File: config.mk
export PLATFORM = sky130hd
export DESIGN_NAME = cs_microsequencer_flat
export DESIGN_NICKNAME = d
export VERILOG_FILES = /design/src/rtl/cs_microsequencer_pkg.sv /design/src/rtl/cs_microsequencer_if.sv /design/src/rtl/cs_return_stack.sv /design/src/rtl/cs_microsequencer.sv /design/src/flat_wrapper.sv
export SDC_FILE = /design/constraint.sdc
export NUM_CORES = 1
export LEC_CHECK = 0
export ABC_AREA = 1
export BUFFER_PORTS_ARGS = -buffer_cell sky130_fd_sc_hd__buf_2
export CORE_MARGIN = 1.5
export CORE_UTILIZATION = 50
export CTS_CLUSTER_SIZE = 16
export DETAILED_ROUTE_END_ITERATION = 10
export HOLD_SLACK_MARGIN = 0.1
export MAX_ROUTING_LAYER = met4
export PLACE_DENSITY_LB_ADDON = 0.2
export SYNTH_ARGS = -nofsm -noshare
export SYNTH_HDL_FRONTEND = slang
export SYNTH_SLANG_ARGS = --single-unit
File: constraint.sdc
create_clock -name CS_MICROSEQUENCER_CLOCK_50 -period 2.2 [get_ports CS_MICROSEQUENCER_CLOCK_50]
set_clock_uncertainty 0.05 [all_clocks]
set_input_delay 0 -clock CS_MICROSEQUENCER_CLOCK_50 [delete_from_list [all_inputs] [get_ports CS_MICROSEQUENCER_CLOCK_50]]
set_output_delay 0 -clock CS_MICROSEQUENCER_CLOCK_50 [all_outputs]
set_load 0.1 [all_outputs]
File: src/rtl/cs_microsequencer_pkg.sv
// Shared microsequencer definitions: sequencing op encodings and the opcode-to-entry-point mapping.
package cs_microsequencer_pkg;

   localparam logic [2:0] OP_NEXT   = 3'b000;
   localparam logic [2:0] OP_JUMP   = 3'b001;
   localparam logic [2:0] OP_DECODE = 3'b010;
   localparam logic [2:0] OP_BRANCH = 3'b011;
   localparam logic [2:0] OP_CALL   = 3'b100;
   localparam logic [2:0] OP_RETURN = 3'b101;
   localparam logic [2:0] OP_HOLD   = 3'b110;

   // Entry point {1, zero pad, opcode, 2'b00}; caller truncates to its address width.
   function automatic logic [31:0] dec_map(input logic [31:0] opcode,
                                           input int unsigned addr_length);
      return (32'd1 << (addr_length - 1)) | (opcode << 2);
   endfunction

endpackage

File: src/rtl/cs_microsequencer_if.sv
// Sequencer control/status bundle: MIR-side controls in, control-store address and stack status out.
interface cs_microsequencer_if #(
   parameter int unsigned ADDR_LENGTH     = 11,
   parameter int unsigned DECODER_LENGTH  = 8,
   parameter int unsigned COND_LENGTH     = 4,
   parameter int unsigned COND_SEL_LENGTH = 2
);
   logic [2:0]                 CS_MICROSEQUENCER_op_InBUS;
   logic [ADDR_LENGTH-1:0]     CS_MICROSEQUENCER_data_MIR;
   logic [DECODER_LENGTH-1:0]  CS_MICROSEQUENCER_data_Scratchpad;
   logic [COND_LENGTH-1:0]     CS_MICROSEQUENCER_cond_InBUS;
   logic [COND_SEL_LENGTH-1:0] CS_MICROSEQUENCER_condSel_InBUS;
   logic                       CS_MICROSEQUENCER_condInv_InLow;
   logic                       CS_MICROSEQUENCER_stall_InHigh;
   logic [ADDR_LENGTH-1:0]     CS_MICROSEQUENCER_addr_OutBUS;
   logic [ADDR_LENGTH-1:0]     CS_MICROSEQUENCER_next_OutBUS;
   logic                       CS_MICROSEQUENCER_stackFull_OutHigh;
   logic                       CS_MICROSEQUENCER_stackEmpty_OutHigh;
   logic                       CS_MICROSEQUENCER_error_OutHigh;

   modport master (
      output CS_MICROSEQUENCER_op_InBUS, CS_MICROSEQUENCER_data_MIR,
             CS_MICROSEQUENCER_data_Scratchpad, CS_MICROSEQUENCER_cond_InBUS,
             CS_MICROSEQUENCER_condSel_InBUS, CS_MICROSEQUENCER_condInv_InLow,
             CS_MICROSEQUENCER_stall_InHigh,
      input  CS_MICROSEQUENCER_addr_OutBUS, CS_MICROSEQUENCER_next_OutBUS,
             CS_MICROSEQUENCER_stackFull_OutHigh, CS_MICROSEQUENCER_stackEmpty_OutHigh,
             CS_MICROSEQUENCER_error_OutHigh
   );

   modport slave (
      input  CS_MICROSEQUENCER_op_InBUS, CS_MICROSEQUENCER_data_MIR,
             CS_MICROSEQUENCER_data_Scratchpad, CS_MICROSEQUENCER_cond_InBUS,
             CS_MICROSEQUENCER_condSel_InBUS, CS_MICROSEQUENCER_condInv_InLow,
             CS_MICROSEQUENCER_stall_InHigh,
      output CS_MICROSEQUENCER_addr_OutBUS, CS_MICROSEQUENCER_next_OutBUS,
             CS_MICROSEQUENCER_stackFull_OutHigh, CS_MICROSEQUENCER_stackEmpty_OutHigh,
             CS_MICROSEQUENCER_error_OutHigh
   );
endinterface

File: src/rtl/cs_return_stack.sv
// LIFO microsubroutine return-address stack; refuses push when full and pop when empty,
// reporting each refusal as a one-cycle pulse.
module cs_return_stack #(
   parameter int unsigned ADDR_LENGTH = 11,
   parameter int unsigned STACK_DEPTH = 4
) (
   input  logic                   clk_i,
   input  logic                   rst_i,
   input  logic                   push_i,
   input  logic                   pop_i,
   input  logic [ADDR_LENGTH-1:0] data_i,
   output logic [ADDR_LENGTH-1:0] top_o,
   output logic                   full_o,
   output logic                   empty_o,
   output logic                   overflow_o,
   output logic                   underflow_o
);
   localparam int unsigned CntW = $clog2(STACK_DEPTH + 1);
   localparam int unsigned IdxW = (STACK_DEPTH > 1) ? $clog2(STACK_DEPTH) : 1;

   logic [CntW-1:0]        count_q, count_d;
   logic [ADDR_LENGTH-1:0] mem_q [STACK_DEPTH];
   logic                   do_push, do_pop;
   logic [IdxW-1:0]        wr_idx, top_idx;

   assign full_o      = (count_q == CntW'(STACK_DEPTH));
   assign empty_o     = (count_q == '0);
   assign do_push     = push_i & ~full_o;
   assign do_pop      = pop_i & ~empty_o;
   assign overflow_o  = push_i & full_o;
   assign underflow_o = pop_i & empty_o;
   assign wr_idx      = IdxW'(count_q);
   assign top_idx     = IdxW'(count_q - CntW'(1));
   assign top_o       = mem_q[top_idx];

   always_comb begin
      count_d = count_q;
      if (do_push) begin
         count_d = count_q + CntW'(1);
      end else if (do_pop) begin
         count_d = count_q - CntW'(1);
      end
   end

   always_ff @(posedge clk_i or posedge rst_i) begin
      if (rst_i) begin
         count_q <= '0;
      end else begin
         count_q <= count_d;
      end
   end

   // Entries are only valid below count_q, so the storage needs no reset.
   always_ff @(posedge clk_i) begin
      if (do_push) begin
         mem_q[wr_idx] <= data_i;
      end
   end

endmodule

File: src/rtl/cs_microsequencer.sv
// Control-store microsequencer: next-address selection, registered current address,
// return stack and sticky stack error flag.
module cs_microsequencer
   import cs_microsequencer_pkg::*;
#(
   parameter int unsigned          ADDR_LENGTH     = 11,
   parameter int unsigned          DECODER_LENGTH  = 8,
   parameter int unsigned          COND_LENGTH     = 4,
   parameter int unsigned          COND_SEL_LENGTH = 2,
   parameter int unsigned          STACK_DEPTH     = 4,
   parameter logic [ADDR_LENGTH-1:0] RESET_ADDR    = '0
) (
   input logic               CS_MICROSEQUENCER_CLOCK_50,
   input logic               CS_MICROSEQUENCER_RESET_InHigh,
   cs_microsequencer_if.slave seq_bus
);
   logic [2:0]                 op;
   logic [COND_SEL_LENGTH-1:0] cond_sel;
   logic                       stall;
   logic [ADDR_LENGTH-1:0]     addr_q, addr_d;
   logic                       error_q, error_d;
   logic [ADDR_LENGTH-1:0]     inc_addr, dec_addr, next_addr, stack_top;
   logic                       flag, taken;
   logic                       push, pop;
   logic                       stack_full, stack_empty, overflow, underflow;

   assign op       = seq_bus.CS_MICROSEQUENCER_op_InBUS;
   assign cond_sel = seq_bus.CS_MICROSEQUENCER_condSel_InBUS;
   assign stall    = seq_bus.CS_MICROSEQUENCER_stall_InHigh;
   assign inc_addr = addr_q + ADDR_LENGTH'(1);
   assign dec_addr = ADDR_LENGTH'(dec_map(32'(seq_bus.CS_MICROSEQUENCER_data_Scratchpad),
                                          ADDR_LENGTH));

   // Selects beyond the implemented flags read as zero.
   always_comb begin
      flag = 1'b0;
      for (int unsigned i = 0; i < COND_LENGTH; i++) begin
         if (cond_sel == COND_SEL_LENGTH'(i)) begin
            flag = seq_bus.CS_MICROSEQUENCER_cond_InBUS[i];
         end
      end
   end

   assign taken = (flag == seq_bus.CS_MICROSEQUENCER_condInv_InLow);

   always_comb begin
      next_addr = inc_addr;
      push      = 1'b0;
      pop       = 1'b0;
      case (op)
         OP_JUMP:   next_addr = seq_bus.CS_MICROSEQUENCER_data_MIR;
         OP_DECODE: next_addr = dec_addr;
         OP_BRANCH: next_addr = taken ? seq_bus.CS_MICROSEQUENCER_data_MIR : inc_addr;
         OP_CALL: begin
            next_addr = seq_bus.CS_MICROSEQUENCER_data_MIR;
            push      = ~stall;
         end
         OP_RETURN: begin
            next_addr = stack_empty ? inc_addr : stack_top;
            pop       = ~stall;
         end
         OP_HOLD:   next_addr = addr_q;
         default:   next_addr = inc_addr;
      endcase
   end

   assign addr_d  = stall ? addr_q : next_addr;
   assign error_d = error_q | overflow | underflow;

   always_ff @(posedge CS_MICROSEQUENCER_CLOCK_50 or posedge CS_MICROSEQUENCER_RESET_InHigh) begin
      if (CS_MICROSEQUENCER_RESET_InHigh) begin
         addr_q  <= RESET_ADDR;
         error_q <= 1'b0;
      end else begin
         addr_q  <= addr_d;
         error_q <= error_d;
      end
   end

   cs_return_stack #(
      .ADDR_LENGTH (ADDR_LENGTH),
      .STACK_DEPTH (STACK_DEPTH)
   ) u_return_stack (
      .clk_i       (CS_MICROSEQUENCER_CLOCK_50),
      .rst_i       (CS_MICROSEQUENCER_RESET_InHigh),
      .push_i      (push),
      .pop_i       (pop),
      .data_i      (inc_addr),
      .top_o       (stack_top),
      .full_o      (stack_full),
      .empty_o     (stack_empty),
      .overflow_o  (overflow),
      .underflow_o (underflow)
   );

   assign seq_bus.CS_MICROSEQUENCER_addr_OutBUS        = addr_q;
   assign seq_bus.CS_MICROSEQUENCER_next_OutBUS        = next_addr;
   assign seq_bus.CS_MICROSEQUENCER_stackFull_OutHigh  = stack_full;
   assign seq_bus.CS_MICROSEQUENCER_stackEmpty_OutHigh = stack_empty;
   assign seq_bus.CS_MICROSEQUENCER_error_OutHigh      = error_q;

endmodule

File: src/flat_wrapper.sv
// flat-port wrapper written by rule: the top's interface ports become plain ports
module cs_microsequencer_flat import cs_microsequencer_pkg::*;
#(
   parameter int unsigned          ADDR_LENGTH     = 11,
   parameter int unsigned          DECODER_LENGTH  = 8,
   parameter int unsigned          COND_LENGTH     = 4,
   parameter int unsigned          COND_SEL_LENGTH = 2,
   parameter int unsigned          STACK_DEPTH     = 4,
   parameter logic [ADDR_LENGTH-1:0] RESET_ADDR    = '0
)
  (CS_MICROSEQUENCER_CLOCK_50, CS_MICROSEQUENCER_RESET_InHigh, seq_bus_CS_MICROSEQUENCER_op_InBUS, seq_bus_CS_MICROSEQUENCER_data_MIR, seq_bus_CS_MICROSEQUENCER_data_Scratchpad, seq_bus_CS_MICROSEQUENCER_cond_InBUS, seq_bus_CS_MICROSEQUENCER_condSel_InBUS, seq_bus_CS_MICROSEQUENCER_condInv_InLow, seq_bus_CS_MICROSEQUENCER_stall_InHigh, seq_bus_CS_MICROSEQUENCER_addr_OutBUS, seq_bus_CS_MICROSEQUENCER_next_OutBUS, seq_bus_CS_MICROSEQUENCER_stackFull_OutHigh, seq_bus_CS_MICROSEQUENCER_stackEmpty_OutHigh, seq_bus_CS_MICROSEQUENCER_error_OutHigh);
  cs_microsequencer_if #(.ADDR_LENGTH(ADDR_LENGTH), .DECODER_LENGTH(DECODER_LENGTH), .COND_LENGTH(COND_LENGTH), .COND_SEL_LENGTH(COND_SEL_LENGTH)) seq_bus_i ();
  input logic CS_MICROSEQUENCER_CLOCK_50;
  input logic CS_MICROSEQUENCER_RESET_InHigh;
  input wire logic [$bits(seq_bus_i.CS_MICROSEQUENCER_op_InBUS)-1:0] seq_bus_CS_MICROSEQUENCER_op_InBUS;
  input wire logic [$bits(seq_bus_i.CS_MICROSEQUENCER_data_MIR)-1:0] seq_bus_CS_MICROSEQUENCER_data_MIR;
  input wire logic [$bits(seq_bus_i.CS_MICROSEQUENCER_data_Scratchpad)-1:0] seq_bus_CS_MICROSEQUENCER_data_Scratchpad;
  input wire logic [$bits(seq_bus_i.CS_MICROSEQUENCER_cond_InBUS)-1:0] seq_bus_CS_MICROSEQUENCER_cond_InBUS;
  input wire logic [$bits(seq_bus_i.CS_MICROSEQUENCER_condSel_InBUS)-1:0] seq_bus_CS_MICROSEQUENCER_condSel_InBUS;
  input wire logic [$bits(seq_bus_i.CS_MICROSEQUENCER_condInv_InLow)-1:0] seq_bus_CS_MICROSEQUENCER_condInv_InLow;
  input wire logic [$bits(seq_bus_i.CS_MICROSEQUENCER_stall_InHigh)-1:0] seq_bus_CS_MICROSEQUENCER_stall_InHigh;
  output wire logic [$bits(seq_bus_i.CS_MICROSEQUENCER_addr_OutBUS)-1:0] seq_bus_CS_MICROSEQUENCER_addr_OutBUS;
  output wire logic [$bits(seq_bus_i.CS_MICROSEQUENCER_next_OutBUS)-1:0] seq_bus_CS_MICROSEQUENCER_next_OutBUS;
  output wire logic [$bits(seq_bus_i.CS_MICROSEQUENCER_stackFull_OutHigh)-1:0] seq_bus_CS_MICROSEQUENCER_stackFull_OutHigh;
  output wire logic [$bits(seq_bus_i.CS_MICROSEQUENCER_stackEmpty_OutHigh)-1:0] seq_bus_CS_MICROSEQUENCER_stackEmpty_OutHigh;
  output wire logic [$bits(seq_bus_i.CS_MICROSEQUENCER_error_OutHigh)-1:0] seq_bus_CS_MICROSEQUENCER_error_OutHigh;
  assign seq_bus_i.CS_MICROSEQUENCER_op_InBUS = seq_bus_CS_MICROSEQUENCER_op_InBUS;
  assign seq_bus_i.CS_MICROSEQUENCER_data_MIR = seq_bus_CS_MICROSEQUENCER_data_MIR;
  assign seq_bus_i.CS_MICROSEQUENCER_data_Scratchpad = seq_bus_CS_MICROSEQUENCER_data_Scratchpad;
  assign seq_bus_i.CS_MICROSEQUENCER_cond_InBUS = seq_bus_CS_MICROSEQUENCER_cond_InBUS;
  assign seq_bus_i.CS_MICROSEQUENCER_condSel_InBUS = seq_bus_CS_MICROSEQUENCER_condSel_InBUS;
  assign seq_bus_i.CS_MICROSEQUENCER_condInv_InLow = seq_bus_CS_MICROSEQUENCER_condInv_InLow;
  assign seq_bus_i.CS_MICROSEQUENCER_stall_InHigh = seq_bus_CS_MICROSEQUENCER_stall_InHigh;
  assign seq_bus_CS_MICROSEQUENCER_addr_OutBUS = seq_bus_i.CS_MICROSEQUENCER_addr_OutBUS;
  assign seq_bus_CS_MICROSEQUENCER_next_OutBUS = seq_bus_i.CS_MICROSEQUENCER_next_OutBUS;
  assign seq_bus_CS_MICROSEQUENCER_stackFull_OutHigh = seq_bus_i.CS_MICROSEQUENCER_stackFull_OutHigh;
  assign seq_bus_CS_MICROSEQUENCER_stackEmpty_OutHigh = seq_bus_i.CS_MICROSEQUENCER_stackEmpty_OutHigh;
  assign seq_bus_CS_MICROSEQUENCER_error_OutHigh = seq_bus_i.CS_MICROSEQUENCER_error_OutHigh;
  cs_microsequencer #(.ADDR_LENGTH(ADDR_LENGTH), .DECODER_LENGTH(DECODER_LENGTH), .COND_LENGTH(COND_LENGTH), .COND_SEL_LENGTH(COND_SEL_LENGTH), .STACK_DEPTH(STACK_DEPTH), .RESET_ADDR(RESET_ADDR)) u_core (.CS_MICROSEQUENCER_CLOCK_50(CS_MICROSEQUENCER_CLOCK_50), .CS_MICROSEQUENCER_RESET_InHigh(CS_MICROSEQUENCER_RESET_InHigh), .seq_bus(seq_bus_i));
endmodule
==> impl_results.md <==
- Clock period minus worst slack: 2.17 ns
- Sum of internal, switching and leakage power: 6.58 mW
- Final setup violation count: 0
- Via count of the first global-routing pass: 2921
- Number of top-level pins: 57
- Core Box Area: 0.00599 mm²
- R2R setup slack: 0.26 ns
- Pwr Density: 1440 mW/mm²
- Via count of the routed design: 3017
- Remaining global-route overflow: 0
- DRC: 0
- Number of buffers inserted by port buffering: 56
- Most common cell after layout, fill and taps aside: nand2_1
- Number of buffers between clock root and the deepest sink: 2
- Gate Count Post-Synth: 363
- Synthesized cell area: 0.00315 mm²
- Reg-to-reg startpoint: u_core.u_return_stack.count_q[1]$_DFFE_PP0P_
- Chain of cells forming the critical path: inv_2, ha_4, clkinvlp_4, buf_4, nand2_2, nand3_2, nand3_2, nand3_2, a21oi_4, nand2_4, buf_12
- Drt first pass iters: 5
- Tot GR Track Use: 30.0%
- Worst path required time: 2.15 ns
- Area growth, synth to finish: 45.1%
- Worst slew slack as a fraction of its limit: 55.5%
- Register area share after synthesis: 53.9%
- Synth unique cells: 33
- Worst R2R Path Depth: 9
- CP endpoint kind: output port
- Clock tree from TritonCTS: done
- Number of antenna violations at the first check in global routing: 0
- Die boundary width: 82.4 µm
- Slowest stage cell on the critical path: dfrtp_1
- Routed via count divided by cell count: 5.49
- Mean instance size in the synthesized netlist: 8.68 µm²
- Tcrit/Tclk final: 98.5%
- Start-to-end type of the worst setup path: reg -> out
- Placer congestion estimate: 0.864
- Number of maximum-capacitance violations: 0
- Cell area after layout: 0.00457 mm²
- Yosys reg bits: 59
- Crit path top cell by count: nand3_2
- Hold Path Origin: seq_bus_CS_MICROSEQUENCER_op_InBUS[1]
- Largest stage delay on the critical path: 0.38 ns
- Worst Hold Slack: 0.173 ns
- Site Rows: 28
- Starting utilization of the core area: 52.6%
- Share of post-route cells with drive strength above 1: 33.9%
- Placed wire-length estimate: 5700 µm
- Highest-count cells in the layout ignoring fill and taps: nand2_1 (117), buf_2 (45), edfxtp_1 (44)
- YS warnings: 0
- Setup repair after global routing missed its margin: true
- Die Y-Extent: 82.4 µm
- Transition at the pin with the smallest max-transition slack: 0.667 ns
- Critical path startpoint category: register
- Pin count of the biggest net entering global routing: 25
- Hold Crit Endpoint: u_core.seq_bus.CS_MICROSEQUENCER_addr_OutBUS[10]$_DFFE_PP0N_
- Worst setup slack after layout: 0.0321 ns
- Average routed wire per standard cell: 16.7 µm
- H-Tree Depth: 3
- Clock insertion delay at the later pin of the skew report: 0.34 ns
- Die ar.: 0.00678 mm²
- Count of routing violations after the opening detailed-route iteration: 256
- Max-slew violation total from the final report: 0
- Post-route ant nets: 0
- Worst flop-to-flop path endpoint: u_core.u_return_stack.count_q[2]$_DFFE_PP0P_
- Post-placement cell area: 0.00383 mm²
- Final Hold Vio Count: 0
- Result of the run: completed
- Antenna fix cells: 0
- Critical path peak fanout: 4
- Post-Place Setup Slack: 0.194 ns
- CTS buffer count: 9
- Post-Synthesis Net Count: 401
- FMAX: 461 MHz
- Final core utilization: 76.3%
- Wire length of the first global-routing pass: 14200 µm
- Type of the worst min-delay path: in -> reg
- Data arrival time of the critical path: 2.12 ns
- TritonCTS Sinks: 59
- Cell leakage power: 2.07 nW
- Clock root buffer: clkbuf_8
- Register clock-pin slew on the reported worst setup and hold paths: 0.07 ns
- Total wirelength of the detailed-routed design: 9170 µm
- VDD IR-drop max: 1.02 mV
- Instance count along the most critical hold path: 7
- Nets: 508
==> routing by layer <==
metal	up-vias	GRT usage (%)	routed length, µm
met5	-	-	0
met1	1428	37.4	3790
met3	26	7.14	694
met2	150	46.8	4480
met4	0	12.5	213
li1	1413	-	-
==> area by class of cell <==
| type | instances | area (µm²) |
|---|---|---|
| sequential | 59 | 1700 |
| clock inverter | 7 | 164 |
| inverter | 35 | 139 |
| multi-input combinational | 260 | 1470 |
| timing repair inverter | 1 | 7.51 |
| tap | 75 | 93.8 |
| clock buffer | 9 | 124 |
| fill | 384 | 1420 |
| timing repair buffer | 104 | 873 |
==> synth_stat cells, drive strengths merged <==
cell | n | area share [%]
nand2 | 129 | 16
edfxtp | 44 | 42
nand3 | 43 | 7.3
inv | 35 | 4.2
nor2 | 28 | 4.0
o21ai | 20 | 3.4
dfrtp | 15 | 12
a21oi | 13 | 2.1
buf | 7 | 1.3
ha | 6 | 2.4
xor2 | 5 | 1.6
nand4 | 3 | 0.60
o211ai | 3 | 0.72
a22oi | 2 | 0.48
clkbuf | 2 | 0.28
xnor2 | 2 | 0.79
a21boi | 1 | 0.24
a31oi | 1 | 0.20
nand3b | 1 | 0.24
nor3 | 1 | 0.16
o22ai | 1 | 0.20
or2 | 1 | 0.20
==> sequential cells by signal (all words and copies together), names as in the netlist <==
signal,cells
u_core.seq_bus.CS_MICROSEQUENCER_error_OutHigh,1
u_core.u_return_stack.count_q,3
u_core.seq_bus.CS_MICROSEQUENCER_addr_OutBUS,11
u_core.u_return_stack.mem_q,44
==> worst max-delay path, delay by kind of cell, from the launching register on <==
kind	cells	cell delay [ns]
flip-flops	1	0.38
adder cells (fa/ha/maj)	1	0.32
AO/OA/AOI/OAI	1	0.16
AND/OR/NAND/NOR	5	0.39
buffers and inverters	4	0.52
==> worst max path at each step <==
stage	start	endpoint	slack [ns]
3_5_place_dp	u_core.u_return_stack.count_q[1]$_DFFE_PP0P_	u_core.seq_bus.CS_MICROSEQUENCER_addr_OutBUS[1]$_DFFE_PP0N_	0.19
4_1_cts	u_core.u_return_stack.count_q[1]$_DFFE_PP0P_	seq_bus_CS_MICROSEQUENCER_next_OutBUS[5]	0.004
5_1_grt	u_core.u_return_stack.count_q[1]$_DFFE_PP0P_	seq_bus_CS_MICROSEQUENCER_next_OutBUS[1]	-0.07
2_1_floorplan	u_core.u_return_stack.count_q[0]$_DFFE_PP0P_	u_core.seq_bus.CS_MICROSEQUENCER_addr_OutBUS[2]$_DFFE_PP0N_	-0.88
6_report	u_core.u_return_stack.count_q[1]$_DFFE_PP0P_	seq_bus_CS_MICROSEQUENCER_next_OutBUS[9]	0.03
3_3_place_gp	u_core.u_return_stack.count_q[1]$_DFFE_PP0P_	u_core.seq_bus.CS_MICROSEQUENCER_addr_OutBUS[1]$_DFFE_PP0N_	0.25
==> cells by family (layout without fill, tap and decap cells) <==
| logic type | Yosys count | count (layout) | synth area share, % |
|---|---|---|---|
| AO/OA/AOI/OAI | 41 | 41 | 7.31 |
| XOR/XNOR | 7 | 7 | 2.42 |
| adder cells (fa/ha/maj) | 6 | 6 | 2.38 |
| buffers and inverters | 44 | 156 | 5.76 |
| flip-flops | 59 | 59 | 53.9 |
| AND/OR/NAND/NOR | 206 | 206 | 28.2 |
==> metrics by stage <==
step / TNS [ns] / std cells
global placement: 0 / 495
detailed placement: 0 / 495
finish: 0 / 550
global route: -0.168 / 550
floorplan: -6.03 / 363
CTS: 0 / 536
==> what timing repair did <==
item                                   in CTS  in global routing
setup endpoints to repair                  10                 11
resized for setup                           3                 23
endpoints found under the hold margin      26                  0
setup buffers                               7                 14
cloned                                      1                  0
pin swaps                                   2                 17
hold buffers                               17                  0
==> report_power, final <==
group | total (mW) | internal [mW] | switching, mW
registers | 1.51 | 1.38 | 0.123
clock network | 1.44 | 0.982 | 0.462
logic | 3.63 | 1.18 | 2.45
total | 6.58 | 3.55 | 3.03
(Power assumes the default switching activity.)
